--- src/rtl/video_timing_ctrl_pkg.sv ---
// Shared types, default raster timing and window-decode helpers for the video timing generator.
package video_timing_pkg;

  typedef logic [8:0] count_t;

  localparam count_t DEF_H_START  = 9'h0C0;
  localparam count_t DEF_H_END    = 9'h1FF;
  localparam count_t DEF_HB_START = 9'h1F0;
  localparam count_t DEF_HB_END   = 9'h0F0;
  localparam count_t DEF_HS_START = 9'h0D0;
  localparam count_t DEF_HS_END   = 9'h0F0;
  localparam count_t DEF_V_START  = 9'h0F8;
  localparam count_t DEF_V_END    = 9'h1FF;
  localparam count_t DEF_VB_START = 9'h1F0;
  localparam count_t DEF_VB_END   = 9'h110;
  localparam count_t DEF_VS_START = 9'h0F8;
  localparam count_t DEF_VS_END   = 9'h100;

  // Static membership test, used only to seed flags at reset; windows may wrap.
  function automatic logic in_window(count_t start, count_t stop, count_t cnt);
    if (start == stop) return 1'b0;
    if (start < stop) return (cnt >= start) && (cnt < stop);
    return (cnt >= start) || (cnt < stop);
  endfunction

  function automatic logic window_next(count_t start, count_t stop, count_t next_cnt,
                                       logic cur_flag);
    logic flag;
    flag = cur_flag;
    if (start != stop) begin
      if (next_cnt == start) flag = 1'b1;
      else if (next_cnt == stop) flag = 1'b0;
    end
    return flag;
  endfunction

endpackage

--- src/rtl/video_timing_ctrl_if.sv ---
// Raster timing bundle: pixel enable in, counts, flags and strobes out.
interface video_timing_ctrl_if;
  import video_timing_pkg::*;

  logic   ce_pix;
  count_t hcnt;
  count_t vcnt;
  logic   hblank;
  logic   vblank;
  logic   hsync;
  logic   vsync;
  logic   line_end;
  logic   frame_end;

  modport master (
    input  ce_pix,
    output hcnt, vcnt, hblank, vblank, hsync, vsync, line_end, frame_end
  );

  modport slave (
    output ce_pix,
    input  hcnt, vcnt, hblank, vblank, hsync, vsync, line_end, frame_end
  );
endinterface

--- src/rtl/video_timing_ctrl_ls161.sv ---
// 74161-equivalent 4-bit synchronous counter: clear, parallel load, count on enp&ent, ripple carry.
module video_timing_ctrl_ls161 (
  input  logic       clk,
  input  logic       cl_n,
  input  logic       ld_n,
  input  logic       enp,
  input  logic       ent,
  input  logic [3:0] d,
  output logic [3:0] q,
  output logic       rco
);
  logic [3:0] q_q;

  always_ff @(posedge clk) begin
    if (!cl_n) begin
      q_q <= 4'h0;
    end else if (!ld_n) begin
      q_q <= d;
    end else if (enp && ent) begin
      q_q <= q_q + 4'd1;
    end
  end

  assign q   = q_q;
  assign rco = ent & (q_q == 4'hF);
endmodule

--- src/rtl/video_timing_ctrl.sv ---
// Raster timing generator: cascaded 74161 H/V counters with preset-on-terminal-count and
// zero-skew registered blank/sync flags.
module video_timing_ctrl
  import video_timing_pkg::*;
#(
  parameter count_t H_START  = DEF_H_START,
  parameter count_t H_END    = DEF_H_END,
  parameter count_t HB_START = DEF_HB_START,
  parameter count_t HB_END   = DEF_HB_END,
  parameter count_t HS_START = DEF_HS_START,
  parameter count_t HS_END   = DEF_HS_END,
  parameter count_t V_START  = DEF_V_START,
  parameter count_t V_END    = DEF_V_END,
  parameter count_t VB_START = DEF_VB_START,
  parameter count_t VB_END   = DEF_VB_END,
  parameter count_t VS_START = DEF_VS_START,
  parameter count_t VS_END   = DEF_VS_END
) (
  input  logic                clk,
  input  logic                reset,
  video_timing_ctrl_if.master vif
);
  localparam logic [11:0] H_PRESET = {3'b000, H_START};
  localparam logic [11:0] V_PRESET = {3'b000, V_START};

  logic [11:0] h_q, v_q;
  logic [3:0]  h_en, v_en;
  logic        h_ld_n, v_ld_n;
  logic        line_end, frame_end;
  count_t      hcnt_q, vcnt_q, hcnt_d, vcnt_d;
  logic        hblank_q, vblank_q, hsync_q, vsync_q;

  assign hcnt_q    = h_q[8:0];
  assign vcnt_q    = v_q[8:0];
  assign line_end  = vif.ce_pix & (hcnt_q == H_END);
  assign frame_end = line_end & (vcnt_q == V_END);

  // Reset is folded into the parallel load so the counters need no clear path.
  assign h_ld_n = ~(reset | line_end);
  assign v_ld_n = ~(reset | frame_end);
  assign h_en[0] = vif.ce_pix;
  assign v_en[0] = line_end;

  genvar gi;
  generate
    for (gi = 0; gi < 3; gi++) begin : g_stage
      video_timing_ctrl_ls161 u_h (
        .clk (clk), .cl_n(1'b1), .ld_n(h_ld_n), .enp(h_en[gi]), .ent(h_en[gi]),
        .d   (H_PRESET[4*gi +: 4]), .q(h_q[4*gi +: 4]), .rco(h_en[gi+1])
      );
      video_timing_ctrl_ls161 u_v (
        .clk (clk), .cl_n(1'b1), .ld_n(v_ld_n), .enp(v_en[gi]), .ent(v_en[gi]),
        .d   (V_PRESET[4*gi +: 4]), .q(v_q[4*gi +: 4]), .rco(v_en[gi+1])
      );
    end
  endgenerate

  // Top three counter bits and final carries only matter beyond the 9-bit raster.
  logic unused_bits;
  assign unused_bits = ^{h_q[11:9], v_q[11:9], h_en[3], v_en[3]};

  // Mirror of what the counters will hold after this edge, so flags land with the count.
  always_comb begin
    hcnt_d = hcnt_q;
    vcnt_d = vcnt_q;
    if (line_end) begin
      hcnt_d = H_START;
      vcnt_d = frame_end ? V_START : count_t'(vcnt_q + 9'd1);
    end else if (vif.ce_pix) begin
      hcnt_d = count_t'(hcnt_q + 9'd1);
    end
  end

  always_ff @(posedge clk) begin
    if (reset) begin
      hblank_q <= in_window(HB_START, HB_END, H_START);
      hsync_q  <= in_window(HS_START, HS_END, H_START);
      vblank_q <= in_window(VB_START, VB_END, V_START);
      vsync_q  <= in_window(VS_START, VS_END, V_START);
    end else if (vif.ce_pix) begin
      hblank_q <= window_next(HB_START, HB_END, hcnt_d, hblank_q);
      hsync_q  <= window_next(HS_START, HS_END, hcnt_d, hsync_q);
      vblank_q <= window_next(VB_START, VB_END, vcnt_d, vblank_q);
      vsync_q  <= window_next(VS_START, VS_END, vcnt_d, vsync_q);
    end
  end

  assign vif.hcnt      = hcnt_q;
  assign vif.vcnt      = vcnt_q;
  assign vif.hblank    = hblank_q;
  assign vif.vblank    = vblank_q;
  assign vif.hsync     = hsync_q;
  assign vif.vsync     = vsync_q;
  assign vif.line_end  = line_end;
  assign vif.frame_end = frame_end;
endmodule

--- src/flat_wrapper.sv ---
// flat-port wrapper written by rule: the top's interface ports become plain ports
module video_timing_ctrl_flat import video_timing_pkg::*;
#(
  parameter count_t H_START  = DEF_H_START,
  parameter count_t H_END    = DEF_H_END,
  parameter count_t HB_START = DEF_HB_START,
  parameter count_t HB_END   = DEF_HB_END,
  parameter count_t HS_START = DEF_HS_START,
  parameter count_t HS_END   = DEF_HS_END,
  parameter count_t V_START  = DEF_V_START,
  parameter count_t V_END    = DEF_V_END,
  parameter count_t VB_START = DEF_VB_START,
  parameter count_t VB_END   = DEF_VB_END,
  parameter count_t VS_START = DEF_VS_START,
  parameter count_t VS_END   = DEF_VS_END
)
  (clk, reset, vif_ce_pix, vif_hcnt, vif_vcnt, vif_hblank, vif_vblank, vif_hsync, vif_vsync, vif_line_end, vif_frame_end);
  video_timing_ctrl_if vif_i ();
  input  logic clk;
  input  logic reset;
  input wire logic [$bits(vif_i.ce_pix)-1:0] vif_ce_pix;
  output wire logic [$bits(vif_i.hcnt)-1:0] vif_hcnt;
  output wire logic [$bits(vif_i.vcnt)-1:0] vif_vcnt;
  output wire logic [$bits(vif_i.hblank)-1:0] vif_hblank;
  output wire logic [$bits(vif_i.vblank)-1:0] vif_vblank;
  output wire logic [$bits(vif_i.hsync)-1:0] vif_hsync;
  output wire logic [$bits(vif_i.vsync)-1:0] vif_vsync;
  output wire logic [$bits(vif_i.line_end)-1:0] vif_line_end;
  output wire logic [$bits(vif_i.frame_end)-1:0] vif_frame_end;
  assign vif_i.ce_pix = vif_ce_pix;
  assign vif_hcnt = vif_i.hcnt;
  assign vif_vcnt = vif_i.vcnt;
  assign vif_hblank = vif_i.hblank;
  assign vif_vblank = vif_i.vblank;
  assign vif_hsync = vif_i.hsync;
  assign vif_vsync = vif_i.vsync;
  assign vif_line_end = vif_i.line_end;
  assign vif_frame_end = vif_i.frame_end;
  video_timing_ctrl #(.H_START(H_START), .H_END(H_END), .HB_START(HB_START), .HB_END(HB_END), .HS_START(HS_START), .HS_END(HS_END), .V_START(V_START), .V_END(V_END), .VB_START(VB_START), .VB_END(VB_END), .VS_START(VS_START), .VS_END(VS_END)) u_core (.clk(clk), .reset(reset), .vif(vif_i));
endmodule
--- config.mk ---
export PLATFORM = sky130hd
export DESIGN_NAME = video_timing_ctrl_flat
export DESIGN_NICKNAME = d
export VERILOG_FILES = /design/src/rtl/video_timing_ctrl_pkg.sv /design/src/rtl/video_timing_ctrl_if.sv /design/src/rtl/video_timing_ctrl_ls161.sv /design/src/rtl/video_timing_ctrl.sv /design/src/flat_wrapper.sv
export SDC_FILE = /design/constraint.sdc
export NUM_CORES = 1
export LEC_CHECK = 0
export CAP_MARGIN = 20
export CORE_UTILIZATION = 35
export DETAILED_ROUTE_END_ITERATION = 16
export PLACE_DENSITY = 0.68
export SYNTH_ARGS = -nofsm -noshare
export SYNTH_HDL_FRONTEND = slang
export SYNTH_SLANG_ARGS = --single-unit
--- constraint.sdc ---
create_clock -name clk -period 3.4 [get_ports clk]
set_input_delay 1.02 -clock clk [delete_from_list [all_inputs] [get_ports clk]]
set_output_delay 1.02 -clock clk [all_outputs]
set_load 0.005 [all_outputs]
# [Word level (Yosys, flattened, before mapping)]
# Cells that the tools add are included.
# W data, S select, Z words.
[classes] add_sub_neg=8 eq_ne=13 muxes=11 n_bitwise=8 n_reduce_logical=8
[op_table] cell="$eq A9 B9 Y1 const B" count=6
[op_table] cell="$mux W9" count=4
[op_table] cell="$eq A9 B8 Y1 const B" count=3
[op_table] cell="$add A4 B1 Y4 const B" count=6
[op_table] cell="$add A9 B1 Y9 const B" count=2
[op_table] cell="$eq A4 B4 Y1 const B" count=4
[op_table] cell="$reduce_and A2 Y1" count=4
[op_table] cell="$reduce_bool A2 Y1" count=4
[op_table] cell="$mux W1" count=7
[op_table] cell="$and A1 B1 Y1" count=6
[op_table] cell="$or A1 B1 Y1" count=2
[word_totals] reg_bits=28 inputBits=3 output_inout_bits=24 wordCells=58

# [Depth between registers and ports, before layout]
[depth] ltp_word=8 depth_mapped=10 ltp_nobuf=10

# [By module]
# Synthesis repeated with hierarchy kept, for this count alone.
[hier_totals] hier_cells=235 area_unflattened_um2=1944.4
[modules_own_cells] module="video_timing_ctrl_ls161" instances=6 cells_each=24 area_each_um2=205.2 seq_area_each_um2=80.1
[modules_own_cells] module="video_timing_ctrl" instances=1 cells_each=91 area_each_um2=713.2 seq_area_each_um2=80.1

# [Worst setup path after synthesis]
# Ideal clock, no wire load.
[synth_path] path_kind="register -> output" from="register u_core.g_stage[1].u_h.q_q[0]" to="output port vif_frame_end" arrival_ps=1521 required_ps=2380 path_slack_ps=859 path_stages_with_launch=7 n_path_buf=1 path_cell_list="dfxtp_1 ha_1 nand4_1 nor2_1 ha_1 and3_1 clkbuf_1"
[synth_between] elab_chain_cells=3
[synth_rtl] item="start: declaration" line="video_timing_ctrl_ls161.sv:12" source="logic [3:0] q_q;"
[synth_rtl] item="start signal: assignment" line="video_timing_ctrl_ls161.sv:20" source="q_q <= q_q + 4'd1;"
[synth_rtl] item="$eq A9 B9 Y1" line="video_timing_ctrl.sv:35" source="assign line_end = vif.ce_pix & (hcnt_q == H_END);"
[synth_rtl] item="$and A1 B1 Y1" line="video_timing_ctrl.sv:35"
[synth_rtl] item="$and A1 B1 Y1" line="video_timing_ctrl.sv:36" source="assign frame_end = line_end & (vcnt_q == V_END);"
[synth_rtl] item="end: declaration" line="flat_wrapper.sv:29" source="output wire logic [$bits(vif_i.frame_end)-1:0] vif_frame_end;"
# No other way between the ends.

# [Worst setup path in the final report]
[layout_path] from="input port vif_ce_pix" to="output port vif_frame_end"
[layout_between] elab_chain_cells=2
[layout_rtl] item="start: declaration" line="flat_wrapper.sv:21" source="input wire logic [$bits(vif_i.ce_pix)-1:0] vif_ce_pix;"
[layout_rtl] item="$and A1 B1 Y1" line="video_timing_ctrl.sv:35"
[layout_rtl] item="$and A1 B1 Y1" line="video_timing_ctrl.sv:36"
# No other way between the ends.

==> run_results.csv <==
group,metric,value,unit
status,status,"complete, no violations",
die,die_w,64.5,um
critical_path,cp_common_cell,"clkdlybuf4s50_1",
critical_path,worstPathCellList,"clkdlybuf4s50_1 > and3_1 > clkdlybuf4s50_1",
power,intPower,378,uW
yosys,ys_types,46,
critical_path,critical_path_arrival,2.25,ns
power,p_per_area,274,nW/um^2
timing,setup_viol,0,
routing,routed_via_density,5.28,
power,p_comb_frac,0.059,
critical_path,critPathKind,"input port to output pin",
layout,drive_gt1_frac,0.141,
timing,max_slew.worst_pin.slew,0.341,ns
clock_network,cts_hold_buffers,0,
hold_path,holdCritStartpoint,"u_core.g_stage[0].u_v.q[1]$_SDFFE_PP0N_",
timing,max_freq,306,MHz
clock_network,cts_setup_buffers,0,
clock_network,clkLatencyLatePin,0.26,ns
die,dieArea,4160,um^2
hold_path,holdPathStages,2,
routing,drtIter0Drc,84,
global_routing,antenna_found_initial,0,
timing,hold_ws,0.507,ns
routing,wire_per_inst,12.9,um
yosys,synth-main-ff-cell,"dfxtp_1",
yosys,syn_area,1370,um^2
critical_path,cp-end-kind,"output pin",
critical_path,critical-path-max-stage-delay,0.53,ns
placed_design,gp_congestion,0.823,
die,core_area,3720,um^2
critical_path,crit_fanout,3,
die,initial_core_util,0.368,
clock_network,cts_max_level,1,
global_routing,grt_start_max_net_pins,13,
power,clockPowerShare,0.392,
die,rows,22,
hold_path,hold_class,"flop to flop",
layout,synthToLayoutAreaGrowth,28.5,%
die,io_pins,27,
layout,layout.nets,202,
critical_path,worst-path-buf-inv,2,
routing,route.antenna.remaining_nets,0,
timing,relSlewSlack,0.773,
timing,fin_skew,0.00335,ns
timing,tns,0,ns
power,pwr-share-seq,0.549,
critical_path,cp-start-kind,"input port",
hold_path,hold-path-endpoint,"u_core.g_stage[0].u_v.q[1]$_SDFFE_PP0N_",
timing,post-route-period-util,0.962,
global_routing,grt_pass1_vias,1171,
clock_network,cts_buffer_depth,2,
clock_network,numCtsBuffers,3,
timing,fin_crit,3.27,ns
yosys,postSynth.asyncResetShare,0,
clock_network,clock-sinks,22,
die,die_h,64.5,um
clock_network,cts.clk_slew.worst_paths,0.08,ns
yosys,syn_avg_cell_area,8.44,um^2
run,maxCapViolations,0,
power,p_switching,103,uW
global_routing,gr-total-overflow,0,
yosys,ys_ff_latch,22,
yosys,synth_nets,171,
critical_path,r2r_end,"u_core.vif.vsync$_SDFFE_PP1P_",
global_routing,grtUsageTotal,0.160,
power,ir_drop,0.192,mV
routing,drt-total-wl,3100,um
power,p_leak,0.000666,uW
clock_network,cts_root_buf,"clkbuf_8",
critical_path,timing.rr.start,"u_core.g_stage[1].u_h.q[1]$_SDFFE_PP0P_",
clock_network,cts_tree,"yes",
timing,rsz0062_at_grt,"no",
critical_path,crit_required,2.38,ns
yosys,synth_edf_count,0,
routing,route.detailed.drc,0,
placed_design,numPortBuffers,26,
layout,antenna_cells,0,
yosys,yosysWarnings,0,
yosys,postSynthCellCount,162,
routing,vias,1268,
placed_design,place_area,1700,um^2
layout,design_area,1760,um^2
timing,slew_viol_final,0,
critical_path,rrSetupSlack,0.75,ns
timing,hold_violations,0,
yosys,yosysSeqAreaShare,0.322,
critical_path,cpMaxStageDelayCell,"clkdlybuf4s50_1",
critical_path,cp_top_family,"buffers and inverters",
global_routing,grt_pass1_wl,5170,um
placed_design,dp_hpwl,2300,um
layout,n_fill_cell,382,
power,swShare,0.215,
critical_path,reg2reg_depth,10,
routing,firstDrtPassIters,4,
-- layout by cell type (no fill, tap or decap), types with 3 or more instances in the layout --
cell             count
o21ai_0              3
inv_1                5
or3_1                3
and3_1               4
or2_2                4
nand3_1              8
clkdlybuf4s50_1     26
buf_4                7
nand2b_1             5
a21oi_1              4
dfxtp_1             20
nand2_1             11
nand4_1              8
mux2i_1              3
xor2_1               6
xnor2_1              7
ha_1                 6
nor2_1              19
clkbuf_8             4
-- how the worst max path moves through the flow --
stage                                            start             to  cells past startpoint  slack [ns]
6_report                                    vif_ce_pix  vif_frame_end                      3        0.13
5_1_grt                                     vif_ce_pix  vif_frame_end                      3        0.07
4_1_cts        u_core.g_stage[0].u_v.q[0]$_SDFFE_PP0N_  vif_frame_end                      6        0.12
3_5_place_dp                                vif_ce_pix  vif_frame_end                      3        0.13
3_3_place_gp                                vif_ce_pix  vif_frame_end                      3        0.13
2_1_floorplan  u_core.g_stage[1].u_h.q[0]$_SDFFE_PP0P_  vif_frame_end                      6        0.86
-- metal layers --
| metal | routed length [um] | track usage | up-vias |
|---|---|---|---|
| met5 | 0 | 0 | - |
| met4 | 22 | 0.0556 | 0 |
| met3 | 162 | 0.0423 | 4 |
| met2 | 1430 | 0.255 | 39 |
| met1 | 1490 | 0.207 | 582 |
| li1 | - | - | 643 |
-- power groups by stage --
| stage | Combinational [uW] | Clock, uW | Sequential [uW] |
|---|---|---|---|
| 2_1_floorplan | 17.2 | 0 | 270 |
| 3_3_place_gp | 28.8 | 0 | 270 |
| 3_5_place_dp | 28.4 | 0 | 270 |
| 4_1_cts | 28.9 | 198 | 264 |
| 5_1_grt | 31.2 | 211 | 265 |
| 6_report | 28.5 | 189 | 264 |
-- Yosys cell counts (2+ instances only) --
master	count	area, um^2
o21ba_2	2	20.0
nand3_1	8	40.0
nand2_1	11	41.3
or2_2	4	25.0
o31ai_1	2	15.0
nor3_1	2	10.0
nor2_1	19	71.3
xor2_1	6	52.6
o21ai_0	3	15.0
xnor2_1	7	61.3
a21oi_1	4	20.0
and3_1	4	25.0
buf_2	2	10.0
mux2i_1	3	30.0
ha_1	6	75.1
a21boi_0	2	15.0
o2bb2ai_1	2	17.5
nor4bb_1	2	20.0
nand4_1	8	50.1
dfxtp_1	22	440
inv_1	5	18.8
o221ai_1	2	17.5
a21o_1	2	15.0
clkbuf_1	3	11.3
or3_1	3	18.8
a211oi_1	2	15.0
and4_1	2	17.5
nand3_2	2	20.0
nand2b_1	5	31.3
-- sequential cells by signal, indices dropped and copies added (netlist names) --
register and flops:
u_core.g_stage.u_v.q 9, u_core.g_stage.u_h.q 9, u_core.vif.vblank 1, u_core.vif.hsync 1, u_core.vif.vsync 1, u_core.vif.hblank 1
-- metrics by stage --
| stage | std cells | worst slack, ns | power (uW) | utilization |
|---|---|---|---|---|
| floorplan | 162 | 0.859 | 287 | - |
| global placement | 236 | 0.134 | 299 | 0.458 |
| detailed placement | 236 | 0.131 | 299 | 0.458 |
| CTS | 240 | 0.123 | 491 | 0.472 |
| global route | 240 | 0.0671 | 507 | 0.473 |
| finish | 240 | 0.130 | 481 | 0.473 |
-- worst register-to-register path: stages (launching register included) --
cell      delay (ns)
dfxtp_1         0.44
ha_1            0.25
nand4_1         0.11
nor2_1          0.15
ha_1            0.22
nand2_1         0.10
buf_4           0.19
or4_1           0.51
a21o_1          0.20
a211oi_2        0.22
o221ai_1        0.15
-- layout make-up --
cell class / count / area (um^2) / area share
inverter: 6 / 22.5 / 0.0128
sequential: 22 / 443 / 0.252
multi-input combinational: 127 / 865 / 0.492
timing repair buffer: 33 / 313 / 0.178
tap: 48 / 60.1 / 0.0342
clock buffer: 4 / 55.1 / 0.0313
-- kinds of logic (layout without fill, tap and decap cells) --
| logic type | count (synthesis) | after routing | share of synthesized area |
|---|---|---|---|
| and+or+nand+nor | 77 | 77 | 0.311 |
| AOI/OAI and AO/OA | 27 | 27 | 0.150 |
| xor gates and xnor gates | 13 | 13 | 0.0833 |
| muxes | 4 | 4 | 0.0329 |
| buffers and inverters | 13 | 43 | 0.0457 |
| DFF | 22 | 22 | 0.322 |
| adders and majority gates | 6 | 6 | 0.0549 |
-- what timing repair did --
action	in CTS	in global routing
endpoints found under the setup margin	0	1
hold endpoints to repair	0	0
gates resized for setup	0	2
No activity file was read; power rests on OpenSTA's default activity.
